==> config.mk <==
export PLATFORM = sky130hd
export DESIGN_NAME = mem_status_unit
export DESIGN_NICKNAME = d
export VERILOG_FILES = /design/src/rtl/mem_status_unit.sv
export SDC_FILE = /design/constraint.sdc
export NUM_CORES = 1
export LEC_CHECK = 0
export CAP_MARGIN = 25
export CORE_ASPECT_RATIO = 1.4
export CORE_UTILIZATION = 49
export DETAILED_ROUTE_END_ITERATION = 7
export GPL_TIMING_DRIVEN = 0
export PLACE_DENSITY_LB_ADDON = 0.15
export SLEW_MARGIN = 5
export SYNTH_ARGS = -nofsm -noshare
export SYNTH_HDL_FRONTEND = slang
export SYNTH_SLANG_ARGS = --single-unit
export TNS_END_PERCENT = 1
==> constraint.sdc <==
create_clock -name clk -period 2.6 [get_ports clk]
set_clock_uncertainty 0.1 [all_clocks]
set_input_delay 0.39 -clock clk [delete_from_list [all_inputs] [get_ports clk]]
set_output_delay 0.39 -clock clk [all_outputs]
set_load 0.01 [all_outputs]
==> src/rtl/mem_status_unit.sv <==
// ---------------------------------------------------------------------------
// mem_status_unit
//
// Operand buffer with status reporting for a simple calculator datapath.
// The system controller phase (state) steers an internal FSM:
//   CLEAR -> READY -> LOAD -> FULL -> DRAIN -> DONE
// CLEAR zeros every entry, one per cycle. In the mem phase, operands are
// written in order, and in the cal phase they are read back in the same
// order. MS reports the buffer condition to the controller.
//
// Ports
//   clk          in   clock, rising edge
//   rst          in   synchronous active-high reset
//   state[1:0]   in   controller phase: 0 init, 1 mem, 2 cal, 3 display
//   wr_en        in   operand write strobe
//   wr_data[W]   in   operand to store
//   rd_req       in   operand read request
//   rd_data[W]   out  registered read data (holds last value)
//   rd_valid     out  rd_data was loaded by a read on the last edge
//   MS[1:0]      out  00 busy, 01 ready, 10 loaded, 11 drained
//   count        out  entries currently held
//   wr_err       out  one-cycle pulse for a rejected write
//   o_fsm_state  out  internal FSM state (debug)
//
// Handshake: a write is accepted on an edge where wr_en=1, state==1 and the
// FSM is READY, or LOAD with room. Every other wr_en=1 edge is rejected and
// answered by wr_err one cycle later. A read is accepted on an edge where
// rd_req=1, the FSM is DRAIN, count>0 and state!=0. Its data appears with
// rd_valid=1 right after that edge. There is no backpressure on either side.
// ---------------------------------------------------------------------------
module mem_status_unit #(
  parameter int DEPTH = 4,
  parameter int WIDTH = 8
) (
  input  logic                   clk,
  input  logic                   rst,
  input  logic [1:0]             state,
  input  logic                   wr_en,
  input  logic [WIDTH-1:0]       wr_data,
  input  logic                   rd_req,
  output logic [WIDTH-1:0]       rd_data,
  output logic                   rd_valid,
  output logic [1:0]             MS,
  output logic [$clog2(DEPTH):0] count,
  output logic                   wr_err,
  output logic [2:0]             o_fsm_state
);

  localparam int PW = $clog2(DEPTH);
  localparam int CW = PW + 1;

  localparam logic [2:0] CLEAR = 3'd0;
  localparam logic [2:0] READY = 3'd1;
  localparam logic [2:0] LOAD  = 3'd2;
  localparam logic [2:0] FULL  = 3'd3;
  localparam logic [2:0] DRAIN = 3'd4;
  localparam logic [2:0] DONE  = 3'd5;

  localparam logic [1:0] MS_BUSY   = 2'b00;
  localparam logic [1:0] MS_READY  = 2'b01;
  localparam logic [1:0] MS_LOADED = 2'b10;
  localparam logic [1:0] MS_DONE   = 2'b11;

  logic [2:0]       r_fsm;
  logic [PW-1:0]    r_wr_ptr;
  logic [PW-1:0]    r_rd_ptr;
  logic [PW-1:0]    r_clear_idx;
  logic [WIDTH-1:0] r_mem [DEPTH];

  logic             w_wr_ok;
  logic             w_rd_ok;
  logic             w_abort;
  logic             w_mem_we;
  logic [PW-1:0]    w_mem_addr;
  logic [WIDTH-1:0] w_mem_wdata;

  assign o_fsm_state = r_fsm;

  // A write is legal only in the mem phase and only while there is room.
  assign w_wr_ok = wr_en && (state == 2'd1) &&
                   ((r_fsm == READY) ||
                    ((r_fsm == LOAD) && (count != CW'(DEPTH))));

  // The abort to CLEAR takes priority over a pending read.
  assign w_rd_ok = rd_req && (r_fsm == DRAIN) && (count != '0) &&
                   (state != 2'd0);

  // READY deliberately ignores state==0; it is already clean.
  assign w_abort = (state == 2'd0) &&
                   ((r_fsm == LOAD) || (r_fsm == FULL) ||
                    (r_fsm == DRAIN) || (r_fsm == DONE));

  // The single write port is shared between the clear sweep and operand writes.
  always_comb begin
    w_mem_we    = 1'b0;
    w_mem_addr  = '0;
    w_mem_wdata = '0;
    if (!rst) begin
      if (r_fsm == CLEAR) begin
        w_mem_we   = 1'b1;
        w_mem_addr = r_clear_idx;
      end else if (w_wr_ok) begin
        w_mem_we    = 1'b1;
        w_mem_addr  = (r_fsm == READY) ? '0 : r_wr_ptr;
        w_mem_wdata = wr_data;
      end
    end
  end

  always_ff @(posedge clk) begin
    if (w_mem_we) begin
      r_mem[w_mem_addr] <= w_mem_wdata;
    end
  end

  always_ff @(posedge clk) begin
    if (rst) begin
      r_fsm       <= CLEAR;
      MS          <= MS_BUSY;
      rd_valid    <= 1'b0;
      rd_data     <= '0;
      count       <= '0;
      wr_err      <= 1'b0;
      r_wr_ptr    <= '0;
      r_rd_ptr    <= '0;
      r_clear_idx <= '0;
    end else begin
      rd_valid <= 1'b0;
      wr_err   <= wr_en && !w_wr_ok;
      if (w_abort) begin
        r_fsm       <= CLEAR;
        MS          <= MS_BUSY;
        count       <= '0;
        r_wr_ptr    <= '0;
        r_rd_ptr    <= '0;
        r_clear_idx <= '0;
      end else begin
        case (r_fsm)
          CLEAR: begin
            r_clear_idx <= r_clear_idx + PW'(1);
            if (r_clear_idx == PW'(DEPTH - 1)) begin
              MS    <= MS_READY;
              r_fsm <= READY;
            end
          end
          READY: begin
            if (state == 2'd1) begin
              r_fsm <= LOAD;
              if (w_wr_ok) begin
                count    <= CW'(1);
                r_wr_ptr <= PW'(1);
              end
            end
          end
          LOAD: begin
            if (w_wr_ok) begin
              r_wr_ptr <= r_wr_ptr + PW'(1);
              count    <= count + CW'(1);
              if (count == CW'(DEPTH - 1)) begin
                MS    <= MS_LOADED;
                r_fsm <= FULL;
              end
            end
          end
          FULL: begin
            if (state == 2'd2) begin
              r_fsm <= DRAIN;
            end
          end
          DRAIN: begin
            if (w_rd_ok) begin
              rd_data  <= r_mem[r_rd_ptr];
              rd_valid <= 1'b1;
              r_rd_ptr <= r_rd_ptr + PW'(1);
              count    <= count - CW'(1);
              if (count == CW'(1)) begin
                MS    <= MS_DONE;
                r_fsm <= DONE;
              end
            end
          end
          DONE: begin
          end
          default: begin
            r_fsm <= CLEAR;
          end
        endcase
      end
    end
  end

endmodule

* Word level (Yosys, flattened, before mapping) *
Memories as Yosys holds them, arrays and structs flattened. A register that Yosys moved wholly into a read port is not among the register bits.
Index checks and enable logic that the tools add are counted.

operators by class
  multiply operators = 0
  divide/modulo/power cells = 0
  equality and inequality tests = 19
  reductions and logical operators = 28
  bitwise logic cells = 3
  add/subtract/negate cells = 5
  muxes and demuxes = 36
  order comparisons = 0
  shift-type cells = 0

operators with widths
  operator                                                                  count
  3-bit two-way mux                                                         11
  2-bit two-way mux                                                         12
  8-bit two-way mux                                                         3
  3-bit case mux with 6 select lines                                        1
  3-bit by 2-bit equality test with 1-bit output (second input constant)    3
  3-bit case mux with 3 select lines                                        1
  3-bit nonzero test                                                        3
  1-bit logical AND                                                         8
  2-bit by 1-bit inequality test with 1-bit output (second input constant)  4
  2-bit inequality test (second input constant)                             4
  8-bit AND reduction                                                       1
  2-bit by 1-bit adder with 2-bit output (second input constant)            3
  3-bit by 1-bit equality test with 1-bit output (second input constant)    2
  3-bit equality test (second input constant)                               2
  1-bit two-way mux                                                         6
  2-bit case mux with 3 select lines                                        1
  6-bit AND reduction                                                       1
  5-bit AND reduction                                                       1
  2-bit equality test (second input constant)                               2
  1-bit logical OR                                                          4
  2-bit case mux with 2 select lines                                        1
  4-bit AND reduction                                                       1
  2-bit nonzero test                                                        2
  3-bit by 1-bit adder with 3-bit output (second input constant)            1
  other kinds (11)                                                          13

storage, ports and cells
  latch bits = 0
  output and inout bits = 18
  input bits = 14
  memories kept = 1
  bits in registers = 16
  ROM bits = 0
  memory bits (writable) = 32
  word-level logic and storage cells = 100

memories
  memory  depth  bits a word  rd ports  clocked after memory_dff  wr ports  line  source
  r_mem   4      8            1         1                         1         68    logic [WIDTH-1:0] r_mem [DEPTH];

* Logic depth before layout (Yosys ltp) *
Gate-level depths: netlist (run 1).

  word-level depth = 9
  mapped depth = 8
  mapped depth without buffers = 7

* Worst setup path before layout (run 1) *
No wires, ideal clock.

  path kind = register to register
  start = register count[0]
  end = memory r_mem[0][0], enable pin
  path slack = -0.268 ns
  data required time = 2.116 ns
  path buffers = 1
  library setup time = 0.384 ns
  cell stages (with the launch flop) = 8
  period minus slack after synthesis = 2.868 ns
  arrival time = 2.384 ns
  path through = dfxtp_1 -> inv_1 -> ha_1 -> a21bo_1 -> mux2_2 -> or3_4 -> buf_6 -> a2111oi_2

on the way
  word-level cells in the longest chain between the ends = 9
  elaborated cells on any way between the ends = 12
  classes of those cells = eq/ne (1); mux (8); reduce/logical (3)

RTL lines
  element                                  line  source
  start: declaration                       44    output logic [$clog2(DEPTH):0] count,
  start signal: assignment                 158   count <= count + CW'(1);
  start signal: assignment                 175   count <= count - CW'(1);
  3-bit inequality test *                  82    ((r_fsm == LOAD) && (count != CW'(DEPTH))));
  1-bit logical AND *                      82
  1-bit logical OR *                       81    ((r_fsm == READY) ||
  1-bit logical AND *                      80    assign w_wr_ok = wr_en && (state == 2'd1) &&
  1-bit two-way mux                        102   end else if (w_wr_ok) begin
  1-bit two-way mux                        99    if (r_fsm == CLEAR) begin
  1-bit two-way mux                        98    if (!rst) begin
  1-bit two-way mux                        111   if (w_mem_we) begin
  1-bit two-way mux (not written as such)  112   r_mem[w_mem_addr] <= w_mem_wdata;
  end: declaration                         68

Mark *: on every way between the ends. The rest lies on a longest branch, timed or not.

* Final worst setup path (run 1) *
  start = register count[0]
  end = memory r_mem[0][3], enable pin

Same word-level chain as after synthesis.

==> reports/summary.log, run 1 <==
INFO  synth          synth_top_flop_cell=sky130_fd_sc_hd__edfxtp_1
INFO  global_routing grt_pass1_vias=1565
INFO  placed_design  place.detailed.hpwl=3520um
INFO  final_layout   antenna-diode-count=0
INFO  setup_path     critPathMaxFanout=10
INFO  placed_design  dp_worst_setup_slack=-0.430ns
INFO  timing         max_slew_headroom_at_the_worst_pin=45.1%
INFO  final_layout   final-instance-count-excl-fill=306
INFO  global_routing grt_usage=20.6%
INFO  floorplan      dieArea=0.00529sqmm
INFO  global_routing grt_first_pass_wirelength=7610um
INFO  drt            avgRoutedWirePerCell=15.8um
INFO  drt            antenna_violating_nets_left=0
INFO  timing         setup_viol_count_final=0
INFO  cts            numClockSinks=56
INFO  final_layout   utilization=61.5%
INFO  run            maxCapViolCount=0
INFO  synth          yosys_warnings=0
INFO  timing         max_freq=393MHz
INFO  setup_path     startpoint_types=flip-flop
INFO  timing         number_of_hold_violations_in_the_final_report=0
INFO  power          fin_total_pwr=2.15mW
INFO  setup_path     crit_arrival=2.48ns
INFO  setup_path     crit_family=compound AO/OA/AOI/OAI gates
INFO  power          power-per-cell-area=722mW/mm^2
INFO  setup_path     critical_path_depth=8
INFO  hold_path      worstHoldPathCells=2
INFO  floorplan      start_util=50.6%
INFO  timing         hold_slack=0.360ns
INFO  final_layout   nets=261
INFO  floorplan      die_height=85.7um
INFO  global_routing grt_antenna_before_repair=0
INFO  setup_path     timing.critical_path.cells=inv_1, ha_2, a21bo_1, mux2_2, or3_4, buf_6, a2111oi_4, buf_12
INFO  synth          ys_async_sr_fraction=0%
INFO  timing         worst_slack=0.0563ns
INFO  global_routing grt_max_degree=18
INFO  timing         timing.final.crit_share=97.8%
INFO  floorplan      placeableCoreArea=0.00484sqmm
INFO  placed_design  placement.cell_area=0.00286sqmm
INFO  drt            drt_first_pass_iters=4
INFO  drt            drt_iter0_markers=97
INFO  global_routing grt.overflow.total=0
INFO  drt            vias=1669
INFO  drt            routed_via_density=5.45
INFO  cts            clock_tree_from_tritoncts=yes
INFO  setup_path     end_kind=flip-flop
INFO  synth          postSynthCellCount=202
INFO  hold_path      min_path_type=reg -> reg
INFO  timing         worst-slew-pin-transition=0.823ns
INFO  cts            cts_root_buf=sky130_fd_sc_hd__clkbuf_8
INFO  timing         finalMaxSlewViolations=0
INFO  power          leakage=0.991nW
INFO  final_layout   growth_of_design_area_from_synthesis_to_finish=21.5%
INFO  timing         grt_setup_unrepaired=yes
INFO  setup_path     worstPathRequired=2.53ns
INFO  final_layout   commonest_non_fill_non_tap_cell_in_the_layout=sky130_fd_sc_hd__edfxtp_1
INFO  setup_path     crit_buf_inv=3
INFO  synth          post_synthesis_sequential_area_ratio=58.8%
INFO  synth          post_synthesis_net_count=222
INFO  synth          synth.ff_latch_count=56
INFO  cts            clk_pin_slew=0.10ns
INFO  floorplan      floorplan_die_width=61.8um
INFO  placed_design  placedCellCount=297
INFO  power          worst_ir_drop_vdd=0.558mV
INFO  synth          netlist_area=0.00245sqmm
INFO  setup_path     worst_path_max_delay_cell=sky130_fd_sc_hd__or3_4
INFO  setup_path     critical_path.max_stage_delay=0.38ns
INFO  final_layout   layout-drive-gt1-share=12.4%
INFO  cts            clk_latency=0.31ns
INFO  drt            totalWireLength=4820um
INFO  placed_design  gp_routability_congestion=0.771
INFO  floorplan      placement_rows=30
INFO  floorplan      boundary_pins=32
INFO  synth          post_syn_area_per_cell=12.1squm
INFO  run_status     run_status=completed
INFO  cts            clock_buffer_count_from_cts=5
INFO  drt            remaining_drc_errors=0
INFO  setup_path     ff2ff_path_depth=8
INFO  timing         fin_crit=2.54ns
INFO  cts            clock_tree.htree_level_count=2
INFO  setup_path     worst-setup-path-type=reg -> reg
INFO  synth          yosys.cell_types.count=45
INFO  timing         final.setup.tns=0ns
INFO  final_layout   finish.instance_area=0.00298sqmm
INFO  cts            clockBufferDepth=2
INFO  synth          synth_enable_flop_cells=32
INFO  final_layout   layout_common_cells=sky130_fd_sc_hd__edfxtp_1 (32), sky130_fd_sc_hd__clkdlybuf4s50_1 (31), sky130_fd_sc_hd__nand2_1 (23)
INFO  placed_design  placement.io_buffers=31
==> power by group <==
| part | internal (mW) | total [mW] | switching [mW] |
|---|---|---|---|
| clock | 0.193 | 0.467 | 0.274 |
| combinational | 0.265 | 0.549 | 0.284 |
| sequential | 1.08 | 1.13 | 0.0522 |
| total | 1.54 | 2.15 | 0.611 |
==> registers in the layout (all words and copies together) (netlist names) <==
| name | flops |
|---|---|
| rd_data | 8 |
| MS | 2 |
| r_clear_idx | 2 |
| r_mem | 32 |
| r_rd_ptr | 2 |
| rd_valid | 1 |
| count | 3 |
| wr_err | 1 |
| r_wr_ptr | 2 |
| o_fsm_state | 3 |
==> cell type report <==
class / count / area, sq um
clock inverters: 2 / 13.8
repair buffers: 32 / 330
multi-input cells: 129 / 960
flip-flops and latches: 56 / 1450
clock buffers: 6 / 72.6
inverters: 6 / 22.5
well taps: 64 / 80.1
fillers: 388 / 1860
plain buffers: 11 / 52.6
==> worst paths after layout <==
path	from	endpoint	slack, ns
setup reg to reg	count[0]$_SDFFE_PP0P_	r_mem[0][3]$_DFFE_PP_	0.06
setup / recovery	count[0]$_SDFFE_PP0P_	r_mem[0][3]$_DFFE_PP_	0.06
hold reg to reg	rd_data[7]$_SDFFE_PP0P_	rd_data[7]$_SDFFE_PP0P_	0.36
hold / removal	rd_data[7]$_SDFFE_PP0P_	rd_data[7]$_SDFFE_PP0P_	0.36
==> synth_stat cells (2+ instances only) <==
library cell / number / share of area, %
sky130_fd_sc_hd__xnor2_1: 2 / 0.71
sky130_fd_sc_hd__nor3_1: 3 / 0.61
sky130_fd_sc_hd__a211o_1: 2 / 0.71
sky130_fd_sc_hd__ha_1: 6 / 3.1
sky130_fd_sc_hd__nand2_1: 23 / 3.5
sky130_fd_sc_hd__o22a_1: 2 / 0.71
sky130_fd_sc_hd__inv_1: 6 / 0.92
sky130_fd_sc_hd__clkbuf_1: 8 / 1.2
sky130_fd_sc_hd__and2_1: 9 / 2.3
sky130_fd_sc_hd__nand3_1: 4 / 0.82
sky130_fd_sc_hd__mux4_2: 8 / 7.4
sky130_fd_sc_hd__dfxtp_1: 24 / 20
sky130_fd_sc_hd__nor2b_1: 4 / 1.0
sky130_fd_sc_hd__and3_1: 2 / 0.51
sky130_fd_sc_hd__a211oi_1: 4 / 1.2
sky130_fd_sc_hd__o21ai_0: 3 / 0.61
sky130_fd_sc_hd__nand3b_1: 2 / 0.61
sky130_fd_sc_hd__xor2_1: 2 / 0.71
sky130_fd_sc_hd__edfxtp_1: 32 / 39
sky130_fd_sc_hd__nand2b_1: 5 / 1.3
sky130_fd_sc_hd__nor3b_1: 2 / 0.61
sky130_fd_sc_hd__nor2_1: 14 / 2.1
sky130_fd_sc_hd__a21oi_1: 13 / 2.7
==> per-layer routing <==
metal  GRT usage (%)  wire length (um)  vias up  share of wire [%]
met1            22.5              1940      816                 40
met4            8.48               119        0                2.5
li1                -                 -      811                  -
met5               0                 0        -                  0
met3            3.77               123        9                2.6
met2            37.4              2640       33                 55
==> what timing repair did <==
item,in CTS,in global routing
pin swaps,1,1
hold buffers,0,0
setup endpoints to repair,24,64
gates resized for setup,2,2
endpoints found under the hold margin,0,0
buffers inserted,1,0
==> tightest hold or removal path, stage by stage (launching register included) <==
cell,delay (ns)
sky130_fd_sc_hd__dfxtp_1,0.32
sky130_fd_sc_hd__nand2_1,0.05
sky130_fd_sc_hd__a21oi_1,0.05
==> kinds of logic (layout without fill, tap and decap cells) <==
kind of cell | count (synthesis) | after routing | share of synthesized area [%]
flip-flops | 56 | 56 | 58.8
adder cells (fa/ha/maj) | 6 | 6 | 3.06
multiplexers | 10 | 10 | 8.22
AND/OR/NAND/NOR | 74 | 74 | 15.5
XOR/XNOR | 4 | 4 | 1.43
buffers and inverters | 17 | 57 | 3.06
AO/OA/AOI/OAI | 35 | 35 | 9.95
(Power assumes the default switching activity.)
==> inputs of run 2 (changes only) <==
SETUP_SLACK_MARGIN = 0.02   (was not set)
==> run 2 against run 1 <==
- the flow now finishes with violations (negative setup slack)
- critical path depth is 2 lower
- non-clock buffer count stayed put
- cell count is 0.33% lower
- sequential share of layout area is 0.56 points lower
- critical endpoint is now r_mem[1][7]$_DFFE_PP_
- maximum frequency is 3.8% lower
- design area is 1.2% higher
- die area stayed put
- setup slack worse by 0.10 ns
- via count is 0.48% lower
- flip-flop and latch count stayed put
- total power is 7.9% higher
==> reports/summary.log, run 2 (synthesis results as in run 1) <==
INFO  run_status     run_status=finished with violations
INFO  run_status     violations=negative setup slack
INFO  global_routing grt_max_degree=17 [-1]
INFO  timing         final.setup.tns=-0.341ns [-0.341 ns]
INFO  global_routing grt_usage=21.1% [+0.46 points]
INFO  drt            drt_iter0_markers=56 [-42%]
INFO  setup_path     end_kind=flip-flop
INFO  cts            holdBufCountCts=0 [unchanged]
INFO  timing         grt_setup_unrepaired=yes
INFO  run            maxCapViolCount=0 [unchanged]
INFO  global_routing grt_pass1_vias=1615 [+3.2%]
INFO  cts            clockBufferDepth=2 [unchanged]
INFO  power          power-per-cell-area=770mW/mm^2 [+6.6%]
INFO  setup_path     critPathMaxFanout=8 [-2]
INFO  final_layout   layout-drive-gt1-share=12.4% [+0.051 points]
INFO  cts            clock_buffer_count_from_cts=5 [unchanged]
INFO  timing         worst_slack=-0.0448ns [-0.101 ns]
INFO  final_layout   layout_common_cells=sky130_fd_sc_hd__edfxtp_1 (32), sky130_fd_sc_hd__clkdlybuf4s50_1 (31), sky130_fd_sc_hd__nand2_1 (23)
INFO  drt            avgRoutedWirePerCell=16.0um [+1.8%]
INFO  setup_path     crit_buf_inv=1 [-2]
INFO  floorplan      placement_rows=30 [unchanged]
INFO  final_layout   nets=261 [unchanged]
INFO  power          fin_total_pwr=2.32mW [+7.9%]
INFO  placed_design  placement.io_buffers=31 [unchanged]
INFO  final_layout   commonest_non_fill_non_tap_cell_in_the_layout=sky130_fd_sc_hd__edfxtp_1
INFO  timing         finalMaxSlewViolations=0 [unchanged]
INFO  final_layout   growth_of_design_area_from_synthesis_to_finish=22.9%
INFO  timing         setup_viol_count_final=8 [+8]
INFO  floorplan      start_util=50.6% [unchanged]
INFO  drt            drt_first_pass_iters=4 [unchanged]
INFO  hold_path      min_path_type=reg -> reg
INFO  global_routing grt_first_pass_wirelength=7890um [+3.6%]
INFO  floorplan      dieArea=0.00529sqmm [unchanged]
INFO  cts            numClockSinks=56 [unchanged]
INFO  setup_path     worst-setup-path-type=in -> reg
INFO  timing         max_slew_headroom_at_the_worst_pin=42.0% [-3.2 points]
INFO  placed_design  place.detailed.hpwl=3390um [-3.8%]
INFO  timing         fin_crit=2.64ns [+0.101 ns]
INFO  cts            clk_pin_slew=0.09ns [about the same]
INFO  setup_path     reg2reg_setup_slack=0.04ns [-0.02 ns]
INFO  setup_path     worst_path_max_delay_cell=sky130_fd_sc_hd__nor2b_1
INFO  drt            vias=1661 [-0.48%]
INFO  final_layout   largest_reg_flops=32 [unchanged]
INFO  timing         number_of_hold_violations_in_the_final_report=0 [unchanged]
INFO  final_layout   max_flop_register=r_mem
INFO  final_layout   utilization=62.2% [+0.72 points]
INFO  final_layout   top_registers=r_mem: 32 flops, rd_data: 8 flops
INFO  drt            routed_via_density=5.45 [-0.15%]
INFO  final_layout   final-instance-count-excl-fill=305 [-0.33%]
INFO  timing         timing.final.crit_share=102% [+3.9 points]
INFO  drt            antenna_violating_nets_left=0 [unchanged]
INFO  power          worst_ir_drop_vdd=0.440mV [-21%]
INFO  cts            clock_tree.htree_level_count=2 [unchanged]
INFO  global_routing grt.overflow.total=0 [unchanged]
INFO  setup_path     crit_arrival=2.48ns [about the same]
INFO  placed_design  placedCellCount=297 [unchanged]
INFO  drt            totalWireLength=4890um [+1.5%]
INFO  floorplan      floorplan_die_width=61.8um [unchanged]
INFO  cts            cts_root_buf=sky130_fd_sc_hd__clkbuf_8
INFO  floorplan      placeableCoreArea=0.00484sqmm [unchanged]
INFO  setup_path     timing.critical_path.cells=clkdlybuf4s50_1, nand3b_1, nor2_1, nand3_1, a21oi_1, nor2b_1
INFO  final_layout   antenna-diode-count=0 [unchanged]
INFO  power          leakage=1.01nW [+1.5%]
INFO  floorplan      die_height=85.7um [unchanged]
INFO  drt            remaining_drc_errors=0 [unchanged]
INFO  cts            clk_latency=0.30ns [about the same]
INFO  timing         worst-slew-pin-transition=0.869ns [+0.0457 ns]
INFO  setup_path     startpoint_types=primary input
INFO  setup_path     critical_path.max_stage_delay=0.73ns [+0.35 ns]
INFO  floorplan      boundary_pins=32 [unchanged]
INFO  setup_path     crit_family=simple AND/OR/NAND/NOR gates
INFO  timing         max_freq=378MHz [-3.8%]
INFO  setup_path     worstPathRequired=2.43ns [-0.10 ns]
INFO  placed_design  gp_routability_congestion=0.780 [+1.2%]
INFO  cts            clock_tree_from_tritoncts=yes
INFO  global_routing grt_antenna_before_repair=0 [unchanged]
run 2: cell types whose count changed in the layout (fill, tap and decap cells not counted), sizes merged:
cell / before / now
clkbuf: 14 / 13
bufinv: 0 / 2
clkinv: 1 / 0
inv: 7 / 6
run 2: worst paths after layout:
path / startpoint / to / cells after the start
max: state[1] / r_mem[1][7]$_DFFE_PP_ / 6
min: rd_data[3]$_SDFFE_PP0P_ / rd_data[3]$_SDFFE_PP0P_ / 2
max reg2reg: count[0]$_SDFFE_PP0P_ / r_mem[1][7]$_DFFE_PP_ / 7
min reg2reg: rd_data[3]$_SDFFE_PP0P_ / rd_data[3]$_SDFFE_PP0P_ / 2
run 2: area by class of cell:
type	instances	area (sq um)
multi-input cells	129	952
clock inverters	2	60.1
flip-flops and latches	56	1450
repair buffers	32	330
clock buffers	5	68.8
fillers	394	1830
well taps	64	80.1
inverters	6	22.5
plain buffers	11	52.6
run 2: worst min-delay path: cells and delay by family, from the launching register on:
kind             cells  cell delay (ns)
AO/OA/AOI/OAI        1             0.05
flip-flops           1             0.32
AND/OR/NAND/NOR      1             0.05
run 2: where the power goes:
group | internal (mW) | switching, mW | total [mW]
Combinational | 0.262 | 0.280 | 0.542
Sequential | 1.08 | 0.0515 | 1.13
Clock | 0.379 | 0.265 | 0.644
run 2: layer usage:
layer / vias to the layer above / track usage, % / wire (um)
met5: - / 0 / 0
met4: 0 / 7.88 / 113
met3: 10 / 3.62 / 119
met2: 29 / 37.4 / 2630
met1: 809 / 24.4 / 2030
li1: 813 / - / -
run 2: repair_timing:
item                                    4_1_cts  5_1_grt
resized for setup                             1        1
endpoints found under the setup margin       32       36
pin swaps                                     1        0
buffers inserted                              1        0
run 2: metrics by stage:
stage	instance area [sq um]	setup WS, ns	hold slack, ns
after floorplan	2470	0.0323	0.337
after global placement	2860	-0.383	0.345
after detailed placement	2860	-0.374	0.346
after CTS	3010	-0.0550	0.359
after global routing	3010	-0.219	0.382
final	3010	-0.0448	0.358
